$ cat config.mk
export PLATFORM = sky130hd
export DESIGN_NAME = warmboot_ctrl
export DESIGN_NICKNAME = d
export VERILOG_FILES = /design/src/rtl/warmboot_ctrl.sv
export SDC_FILE = /design/constraint.sdc
export NUM_CORES = 1
export LEC_CHECK = 0
export ABC_AREA = 1
export BUFFER_PORTS_ARGS = -buffer_cell sky130_fd_sc_hd__buf_2
export CORE_MARGIN = 2
export CORE_UTILIZATION = 60
export CTS_CLUSTER_DIAMETER = 30
export CTS_CLUSTER_SIZE = 16
export DETAILED_ROUTE_END_ITERATION = 8
export PLACE_DENSITY = 0.76
export SYNTH_ARGS = -nofsm -noshare
export SYNTH_HDL_FRONTEND = slang
export SYNTH_SLANG_ARGS = --single-unit
$ cat constraint.sdc
create_clock -name clk -period 3.3 [get_ports clk]
set_input_delay 0.495 -clock clk [delete_from_list [all_inputs] [get_ports clk]]
set_output_delay 0.495 -clock clk [all_outputs]
set_load 0.005 [all_outputs]
$ cat src/rtl/warmboot_ctrl.sv
// warmboot_ctrl: sequences the iCE40 SB_WARMBOOT inputs (S1, S0, BOOT).
// A single image-select request is accepted in IDLE. The controller then waits
// a cancellable arming delay and holds the image lines stable for a setup
// window. After that it raises BOOT and keeps it high until reset.
module warmboot_ctrl #(
  parameter int unsigned DELAY_CYCLES = 120_000_000,
  parameter int unsigned SETUP_CYCLES = 16,
  parameter int unsigned CNT_W        = 30
) (
  input  logic       clk,
  input  logic       rst_n,
  input  logic       req_valid,
  input  logic [1:0] req_image,
  output logic       req_ready,
  input  logic       cancel,
  output logic       armed,
  output logic       busy,
  output logic       s1,
  output logic       s0,
  output logic       boot
);

  typedef enum logic [1:0] {
    ST_IDLE  = 2'd0,
    ST_ARMED = 2'd1,
    ST_SETUP = 2'd2,
    ST_BOOT  = 2'd3
  } state_t;

  localparam longint unsigned MAX_TERM =
    (DELAY_CYCLES > SETUP_CYCLES) ? longint'(DELAY_CYCLES) : longint'(SETUP_CYCLES);

  // Terminal counts; DLY_LAST is unused when the arming delay is zero.
  localparam logic [CNT_W-1:0] DLY_LAST =
    (DELAY_CYCLES == 0) ? '0 : CNT_W'(DELAY_CYCLES - 1);
  localparam logic [CNT_W-1:0] SET_LAST = CNT_W'(SETUP_CYCLES - 1);

  if (SETUP_CYCLES < 1) begin : g_bad_setup
    $error("warmboot_ctrl: SETUP_CYCLES must be >= 1");
  end

  if (CNT_W < 64 && (64'd1 << CNT_W) <= MAX_TERM) begin : g_bad_cnt_w
    $error("warmboot_ctrl: CNT_W too narrow for DELAY_CYCLES/SETUP_CYCLES");
  end

  state_t           state_q, state_d;
  logic [CNT_W-1:0] cnt_q, cnt_d;
  logic [1:0]       img_q, img_d;
  logic             req_ready_q, req_ready_d;
  logic             armed_q, armed_d;
  logic             busy_q, busy_d;
  logic             s1_q, s1_d;
  logic             s0_q, s0_d;
  logic             boot_q, boot_d;

  // Next-state, counter and image-latch logic for the boot sequencer.
  always_comb begin
    state_d = state_q;
    cnt_d   = cnt_q;
    img_d   = img_q;
    unique case (state_q)
      ST_IDLE: begin
        if (req_valid && req_ready_q) begin
          img_d   = req_image;
          cnt_d   = '0;
          state_d = (DELAY_CYCLES == 0) ? ST_SETUP : ST_ARMED;
        end
      end
      ST_ARMED: begin
        if (cancel) begin
          state_d = ST_IDLE;
          cnt_d   = '0;
          img_d   = '0;
        end else if (cnt_q == DLY_LAST) begin
          state_d = ST_SETUP;
          cnt_d   = '0;
        end else begin
          cnt_d = cnt_q + CNT_W'(1);
        end
      end
      ST_SETUP: begin
        if (cnt_q == SET_LAST) begin
          state_d = ST_BOOT;
        end else begin
          cnt_d = cnt_q + CNT_W'(1);
        end
      end
      ST_BOOT: begin
        state_d = ST_BOOT;
      end
      default: begin
        state_d = ST_IDLE;
        cnt_d   = '0;
        img_d   = '0;
      end
    endcase
  end

  // Outputs are decoded from next state. Registering them gives the primitive
  // glitch-free pins with the same timing as a decode of the current state.
  always_comb begin
    req_ready_d = (state_d == ST_IDLE);
    armed_d     = (state_d == ST_ARMED);
    busy_d      = (state_d != ST_IDLE);
    boot_d      = (state_d == ST_BOOT);
    s1_d        = busy_d & img_d[1];
    s0_d        = busy_d & img_d[0];
  end

  // State, counter, latch and output registers; reset is asynchronous so BOOT
  // drops immediately.
  always_ff @(posedge clk or negedge rst_n) begin
    if (!rst_n) begin
      state_q     <= ST_IDLE;
      cnt_q       <= '0;
      img_q       <= '0;
      req_ready_q <= 1'b1;
      armed_q     <= 1'b0;
      busy_q      <= 1'b0;
      s1_q        <= 1'b0;
      s0_q        <= 1'b0;
      boot_q      <= 1'b0;
    end else begin
      state_q     <= state_d;
      cnt_q       <= cnt_d;
      img_q       <= img_d;
      req_ready_q <= req_ready_d;
      armed_q     <= armed_d;
      busy_q      <= busy_d;
      s1_q        <= s1_d;
      s0_q        <= s0_d;
      boot_q      <= boot_d;
    end
  end

  assign req_ready = req_ready_q;
  assign armed     = armed_q;
  assign busy      = busy_q;
  assign s1        = s1_q;
  assign s0        = s0_q;
  assign boot      = boot_q;

endmodule

==> summary.md, run 1 <==
| Metric | Value |
|---|---|
| Sw Share | `0.2047` |
| #FFs+latches synth | `40` |
| Height of the die | `70.71 um` |
| Synth async-reset ratio | `1.000` |
| Final Cycle Share | `0.6998` |
| Maximum vdd drop | `0.2105 mV` |
| Critical Path AT | `2.49 ns` |
| Seq pwr share | `0.544` |
| Via density | `5.482` |
| Initial antenna violation count | `0` |
| Post-Syn Instances | `379` |
| Fin cells | `444` |
| Outcome | `complete, no violations` |
| Total core area | `0.004324 mm^2` |
| All-Layer GR Usage | `0.2742` |
| Worst Clk Skew | `0.003602 ns` |
| Mean Syn Cell Area | `7.045 um^2` |
| RSZ-0062 raised after global routing | `false` |
| CTS buffer count | `5` |
| Clock share of power | `0.442` |
| Combinational share of power | `0.014` |
| Share of the synthesized area in the top cell type | `0.3655` |
| Most frequent cells after synthesis | `nand2_1, nor2_1, inv_1, dfrtp_1, nand3_1` |
| CTS-repair resized insts | `0` |
| Post-DP HPWL | `4679 um` |
| Tightest Hold Check Type | `in2async` |
| Antenna diodes | `0` |
| Clock sinks | `40` |
| First-pass GRT wire length | `10,940 um` |
| Critical Path End Type | `flip-flop` |
| H-tree depth | `2` |
| Residual DRC count | `0` |
| Layout cells sized above 1 | `0.1454` |
| GR Overflow Total | `0` |
| CTS tree | `done` |
| Clock Path Buffers | `2` |
| Core Util, Final | `0.6603` |
| Power Total | `900.7 uW` |
| WL final | `6239 um` |
| MaxCap Viol Count | `0` |
| Wire length per cell | `14.05 um` |
| Worst Tran Pin Value | `0.9028 ns` |
| Initial core utilization | `0.6175` |
| Distinct cells, synth | `32` |
| Max stage delay on crit path | `0.46 ns` |
| Syn nets | `392` |
| Setup CP Type | `reg2reg` |
| P&R area growth vs syn | `6.935%` |
| Setup bufs post-CTS | `0` |
| Synth area leaders | `dfrtp_1, nand2_1, nor2_1` |
| Placed Cells | `436` |
| Number of global-route vias before repair | `2,350` |
| WP data required | `3.48 ns` |
| Tmin final | `2.309 ns` |
| Final slew viol count | `0` |
| Nets@finish | `404` |
| Endpoints failing hold | `0` |
| Fmax | `0.4330 GHz` |
| Worst-path cell chain | `inv_1 -> ha_1 -> inv_2 -> nor2_1 -> nor2_1 -> inv_1 -> nor2_2 -> buf_12 -> nand2_2 -> o21ai_0 -> a21oi_1` |
| Row Count | `24` |
| Total iterations of the first detailed-routing run | `5` |
| DR vias | `2,434` |
| Startpoint Class | `flip-flop` |
| GPL Wtd Cong | `0.9904` |
| Leakage | `0.001375 uW` |
| Final setup viols | `0` |
| YS warnings | `0` |
| Top FF cell, synth | `dfrtp_1` |
| Post-DRT Antenna Nets | `0` |
| Clock Tree Root | `clkbuf_8` |
| Die Area | `0.005000 mm^2` |
| Critical path fanouts, max | `18` |
| I/O pin count | `12` |
| NetSw | `184.4 uW` |
| Count leader, synth | `nand2_1` |
| Cell taking the most area after synthesis | `dfrtp_1` |
| Post-CTS Hold Buffers | `0` |
| Clk slew on worst S/H paths | `0.08 ns` |
| Clock latency on the worst-skew pair | `0.29 ns` |
| Power Density | `315.5 mW/mm^2` |
| Worst relative slew slack | `0.3981` |
| I/O Buffers | `11` |
| Worst path slowest cell | `nor2_2` |
| Seq/Total Area, Yosys | `0.3754` |
| P_int | `716.4 uW` |
| Die extent in x | `70.71 um` |
| DRT iter0 DRCs | `160` |
| EDFF count, synth | `0` |
| Mapped cell area | `0.002670 mm^2` |
| Largest net degree at the start of global routing | `41` |
| Setup TNS | `0 ns` |
critical path, delay by kind of cell (launching register included):
kind	cells	cell delay, ns
AOI/OAI and AO/OA	2	0.18
adders and majority gates	1	0.25
buffers and inverters	4	0.51
DFF	1	0.41
and+or+nand+nor	4	0.83
state kept, by name, summed over array words and instances (netlist names):
register,count
armed,1
boot,1
busy,1
cnt_q,30
img_q,2
req_ready,1
s0,1
s1,1
state_q,2
cells by family after synthesis:
family | synth area share
simple gates | 0.3711
fa+ha+maj | 0.03280
compound gates | 0.07592
xor+xnor | 0.03936
flops | 0.3754
buf+inv | 0.1054
cell type report:
type	count	area, um^2
repair buffers	12	75.07
well taps	52	65.06
clock inverters	2	35.03
flip-flops and latches	40	1002
clock buffers	6	72.57
multi-input cells	275	1386
fillers	417	1469
inverters	57	219.0
per-layer routing:
layer / vias up / share of wire / global-route usage
met5: - / 0 / 0
met4: 0 / 0.016 / 0.08176
met3: 10 / 0.055 / 0.04416
met2: 78 / 0.47 / 0.4434
met1: 1128 / 0.46 / 0.3830
li1: 1218 / - / -
placed cells by master (no fill, tap or decap), drive strengths merged, types with 2 or more instances in the layout:
master	instances
nor2	78
nor3	7
dfrtp	39
nand3	33
a21oi	9
clkbuf	6
nand4	10
ha	7
buf	12
nand2	95
o21ai	16
clkinv	2
inv	56
xor2	12
o21a	2
path summary, 6_finish.rpt:
kind,start,end,slack (ns),depth (start not counted)
max in group asynchronous,rst_n,img_q[0]$_DFF_PN0_,2.41,1
min in group clk,req_image[1],img_q[1]$_DFF_PN0_,0.47,3
min,rst_n,cnt_q[26]$_DFFE_PN0P_,0.32,1
min reg2reg,img_q[1]$_DFF_PN0_,img_q[1]$_DFF_PN0_,0.48,2
max,state_q[0]$_DFF_PN0_,cnt_q[23]$_DFFE_PN0P_,0.99,11
max reg2reg,state_q[0]$_DFF_PN0_,cnt_q[23]$_DFFE_PN0P_,0.99,11
power by group through the flow:
stage                     Combinational [uW]  Sequential, uW  Clock, uW
after floorplan                        0.245             500          0
after global placement                  13.1             499          0
after detailed placement                13.3             499          0
after CTS                               13.4             490        407
after global routing                    15.2             490        426
final                                   12.5             490        399
per-stage QoR:
stage	hold WS (ns)	area [um^2]	setup WS (ns)
2_1_floorplan	0.1994	2670	1.580
3_3_place_gp	0.4669	2748	1.035
3_5_place_dp	0.4640	2748	1.011
4_1_cts	0.3586	2855	0.9837
5_1_grt	0.4062	2855	0.7242
6_report	0.3246	2855	0.9906
No activity file was read; power rests on OpenSTA's default activity.
==> run 2: changes to the inputs <==
--- a/config.mk
+++ b/config.mk
@@ -5,14 +5,14 @@
 export SDC_FILE = /design/constraint.sdc
 export NUM_CORES = 1
 export LEC_CHECK = 0
-export ABC_AREA = 1
+export ABC_AREA = 0
 export BUFFER_PORTS_ARGS = -buffer_cell sky130_fd_sc_hd__buf_2
 export CORE_MARGIN = 2
-export CORE_UTILIZATION = 60
+export CORE_UTILIZATION = 55
 export CTS_CLUSTER_DIAMETER = 30
 export CTS_CLUSTER_SIZE = 16
 export DETAILED_ROUTE_END_ITERATION = 8
-export PLACE_DENSITY = 0.76
+export PLACE_DENSITY = 0.74
 export SYNTH_ARGS = -nofsm -noshare
 export SYNTH_HDL_FRONTEND = slang
 export SYNTH_SLANG_ARGS = --single-unit
==> constraint.sdc (replaced) <==
create_clock -name clk -period 2 [get_ports clk]
set_input_delay 0.3 -clock clk [delete_from_list [all_inputs] [get_ports clk]]
set_output_delay 0.3 -clock clk [all_outputs]
set_load 0.005 [all_outputs]
==> run 2 against run 1 <==
Against the previous run:
- the run now ends with setup timing left
- via count fell by 11%
- cell area rose by 12%
- count of clock-buffer cells in the layout rose by 1
- highest routed layer unchanged
==> summary.md, run 2 <==
| Metric | Value |
|---|---|
| Initial antenna violation count | `0 (unchanged)` |
| GPL Wtd Cong | `0.8464 (was 0.9904)` |
| GR Overflow Total | `0 (unchanged)` |
| Violated checks | `setup timing` |
| R2r endpoint | `cnt_q[13]$_DFFE_PN0P_ (was cnt_q[23]$_DFFE_PN0P_)` |
| Combinational share of power | `0.018 (was 0.014)` |
| Sw Share | `0.1959 (was 0.2047)` |
| Power Density | `490.5 mW/mm^2 (was 315.5 mW/mm^2)` |
| R2r worst-path depth | `8 (was 11)` |
| Endpoints failing hold | `0 (unchanged)` |
| Residual DRC count | `0 (unchanged)` |
| Syn nets | `247 (was 392)` |
| Critical R2R Launch | `cnt_q[0]$_DFFE_PN0P_ (was state_q[0]$_DFF_PN0_)` |
| Number of global-route vias before repair | `1,974 (was 2,350)` |
| Maximum vdd drop | `0.4189 mV (was 0.2105 mV)` |
| Critical Path AT | `2.28 ns (was 2.49 ns)` |
| Clock latency on the worst-skew pair | `0.30 ns (was 0.29 ns)` |
| Post-DRT Antenna Nets | `0 (unchanged)` |
| Setup CP Type | `reg2reg (unchanged)` |
| Final Cycle Share | `1.043 (was 0.6998)` |
| First-pass GRT wire length | `9197 um (was 10,940 um)` |
| Synth area leaders | `dfrtp_1, nor2_1, a22o_1 (was dfrtp_1, nand2_1, nor2_1)` |
| Height of the die | `68.22 um (was 70.71 um)` |
| Layout cells sized above 1 | `0.4161 (was 0.1454)` |
| Wire length per cell | `19.55 um (was 14.05 um)` |
| Most frequent cells after synthesis | `dfrtp_1, nor2_1, nand2_1, nand3_1, o21ai_0 (was nand2_1, nor2_1, inv_1, dfrtp_1, nand3_1)` |
| Clock Tree Root | `clkbuf_8 (unchanged)` |
| Nets@finish | `310 (was 404)` |
| Startpoint Class | `flip-flop (unchanged)` |
| Post-Syn Instances | `234 (was 379)` |
| Count leader, synth | `dfrtp_1 (was nand2_1)` |
| Dpl ws | `-0.09645 ns (was 1.011 ns)` |
| All-Layer GR Usage | `0.2717 (was 0.2742)` |
| I/O pin count | `12 (unchanged)` |
| Row Count | `23 (was 24)` |
| Worst relative slew slack | `0.6693 (was 0.3981)` |
| Total core area | `0.003971 mm^2 (was 0.004324 mm^2)` |
| Clock share of power | `0.465 (was 0.442)` |
| Regs by FF count | `cnt_q x30, img_q x2, state_q x2 (unchanged)` |
| Distinct cells, synth | `49 (was 32)` |
| #FFs+latches synth | `40 (unchanged)` |
| Total iterations of the first detailed-routing run | `5 (unchanged)` |
| Share of the synthesized area in the top cell type | `0.4302 (was 0.3655)` |
| Worst Clk Skew | `0.01097 ns (was 0.003602 ns)` |
| Antenna diodes | `0 (unchanged)` |
| Synth async-reset ratio | `1.000 (unchanged)` |
| Top FF cell, synth | `dfrtp_1 (unchanged)` |
| Fillers | `230 (was 417)` |
| P_int | `1257 uW (was 716.4 uW)` |
| Clock sinks | `40 (unchanged)` |
| Hold depth | `3` |
| Critical path fanouts, max | `3 (was 18)` |
| Hold path start | `req_image[1]` |
| Clk slew on worst S/H paths | `0.08 ns (about the same)` |
| Seq/Total Area, Yosys | `0.4418 (was 0.3754)` |
| Leading cell type in the layout, fill and taps excluded | `buf_4 (was nand2_1)` |
| Max reg flops | `30 (unchanged)` |
| Tightest Hold Check Type | `in2reg (was in2async)` |
| DR vias | `2,173 (was 2,434)` |
| Final WS setup | `-0.08615 ns (was 0.9906 ns)` |
| H-tree depth | `2 (unchanged)` |
| Largest net degree at the start of global routing | `22 (was 41)` |
| NetSw | `306.4 uW (was 184.4 uW)` |
| Clock Path Buffers | `2 (unchanged)` |
| Cell taking the most area after synthesis | `dfrtp_1 (unchanged)` |
| Mapped cell area | `0.002268 mm^2 (was 0.002670 mm^2)` |
| EDFF count, synth | `0 (unchanged)` |
| Initial core utilization | `0.5712 (was 0.6175)` |
| RSZ-0062 raised after global routing | `true (was false)` |
| Seq pwr share | `0.517 (was 0.544)` |
| Worst-path cell chain | `buf_4 -> buf_4 -> nand3_1 -> or3_1 -> nor2_2 -> and3_1 -> o21ai_2 -> a22o_1 (was inv_1 -> ha_1 -> inv_2 -> nor2_1 -> nor2_1 -> inv_1 -> nor2_2 -> buf_12 -> nand2_2 -> o21ai_0 -> a21oi_1)` |
| R2r setup slk | `-0.09 ns (was 0.99 ns)` |
| Core Util, Final | `0.8028 (was 0.6603)` |
| Fmax | `0.4794 GHz (was 0.4330 GHz)` |
| CTS buffer count | `5 (unchanged)` |
| MaxCap Viol Count | `0 (unchanged)` |
| Critical Path End Type | `flip-flop (unchanged)` |
| Leakage | `0.001441 uW (was 0.001375 uW)` |
| P&R area growth vs syn | `40.54% (was 6.935%)` |
| Tmin final | `2.086 ns (was 2.309 ns)` |
| Die Area | `0.004654 mm^2 (was 0.005000 mm^2)` |
| Outcome | `finished with violations (was complete, no violations)` |
| CTS tree | `done (unchanged)` |
| Final slew viol count | `0 (unchanged)` |
| DRT iter0 DRCs | `271 (was 160)` |
| CP dominant cell by count | `buf_4` |
| Final setup viols | `22 (was 0)` |
| I/O Buffers | `11 (unchanged)` |
| Mean Syn Cell Area | `9.694 um^2 (was 7.045 um^2)` |
| Hold Path End | `img_q[1]$_DFF_PN0_` |
| Post-DP HPWL | `3853 um (was 4679 um)` |
| WP data required | `2.19 ns (was 3.48 ns)` |
| Fin cells | `348 (was 444)` |
| Placed Cells | `333 (was 436)` |
| YS warnings | `0 (unchanged)` |
| WL final | `6802 um (was 6239 um)` |
| Via density | `6.244 (was 5.482)` |
| Worst path slowest cell | `or3_1 (was nor2_2)` |
| Max stage delay on crit path | `0.48 ns (was 0.46 ns)` |
| Worst Tran Pin Value | `0.4960 ns (was 0.9028 ns)` |
| Most frequent cells in the layout | `buf_4, dfrtp_1, nand2_1 (was nand2_1, nor2_1, inv_1)` |
| Biggest register | `cnt_q (unchanged)` |
| Die extent in x | `68.22 um (was 70.71 um)` |
[run 2: cell types whose count changed after synthesis, sizes merged, moves of 5 or more]
| cell | previous run | this run |
|---|---|---|
| nand2 | 95 | 23 |
| inv | 56 | 3 |
| nor2 | 78 | 27 |
| nand3 | 33 | 16 |
| a22o | 0 | 10 |
| and3 | 0 | 9 |
| a21oi | 9 | 2 |
| a21o | 0 | 6 |
| nor4 | 1 | 7 |
| xor2 | 12 | 7 |
[run 2: cell type report]
type,instances,area (um^2),area share
clock buffers,7,96.34,0.03022
well taps,50,62.56,0.01962
clock inverters,1,30.03,0.009419
flip-flops and latches,40,1005,0.3151
repair buffers,63,495.5,0.1554
inverters,3,11.26,0.003532
multi-input cells,184,1488,0.4666
[run 2: worst max path at each step]
stage	from	end	slack, ns	cells after the start
final	cnt_q[0]$_DFFE_PN0P_	cnt_q[13]$_DFFE_PN0P_	-0.09	8
after global routing	cnt_q[22]$_DFFE_PN0P_	boot$_DFF_PN0_	-0.16	9
after CTS	state_q[1]$_DFF_PN0_	cnt_q[6]$_DFFE_PN0P_	0.002	7
after detailed placement	cnt_q[13]$_DFFE_PN0P_	s1$_DFF_PN0_	-0.1	7
after global placement	cnt_q[9]$_DFFE_PN0P_	s0$_DFF_PN0_	-0.08	7
after floorplan	state_q[0]$_DFF_PN0_	cnt_q[23]$_DFFE_PN0P_	-0.0006	9
[run 2: what timing repair did]
| item | 4_1_cts | 5_1_grt |
|---|---|---|
| endpoints found under the setup margin | 33 | 35 |
| buffers inserted | 1 | 6 |
| hold buffers | 1 | 0 |
| gates resized for setup | 16 | 57 |
| pin swaps | 10 | 23 |
| hold endpoints to repair | 19 | 0 |
[run 2: worst max-delay path: cells and delay by family (launching register included)]
| kind | cells | cell delay (ns) |
|---|---|---|
| buffers and inverters | 2 | 0.24 |
| DFF | 1 | 0.40 |
| and+or+nand+nor | 4 | 1.04 |
| AOI/OAI and AO/OA | 2 | 0.31 |
[run 2: layer usage]
| layer | global-route usage | vias to the layer above | wire length (um) |
|---|---|---|---|
| met5 | 0 | - | 0 |
| met4 | 0.07750 | 0 | 155 |
| met2 | 0.4648 | 88 | 3378 |
| met3 | 0.06579 | 18 | 394 |
| met1 | 0.3407 | 1088 | 2874 |
| li1 | - | 979 | - |
[run 2: kinds of logic after synthesis]
kind of cell	count (synthesis)	share of synthesized area
AO/OA/AOI/OAI	48	0.1633
multiplexers	2	0.009928
flip-flops	40	0.4418
adder cells (fa/ha/maj)	7	0.03861
buffers and inverters	10	0.02261
XOR/XNOR	10	0.03861
AND/OR/NAND/NOR	117	0.2852
[run 2: stage by stage]
step	setup TNS [ns]	hold slack (ns)	total power [uW]	instance area [um^2]
after floorplan	-0.0006393	0.004409	824.7	2276
after global placement	-0.4300	0.2858	850.6	2711
after detailed placement	-0.5400	0.2897	851.2	2711
after CTS	0	0.3842	1573	2932
after global routing	-3.182	0.3962	1615	3188
final	-0.5776	0.3841	1564	3188
[run 2: power by group through the flow]
| stage | Combinational [uW] | Clock, uW | Sequential, uW |
|---|---|---|---|
| 2_1_floorplan | 0.347 | 0 | 824 |
| 3_3_place_gp | 26.5 | 0 | 824 |
| 3_5_place_dp | 27.2 | 0 | 824 |
| 4_1_cts | 28.6 | 736 | 808 |
| 5_1_grt | 32.5 | 775 | 808 |
| 6_report | 28.3 | 727 | 808 |
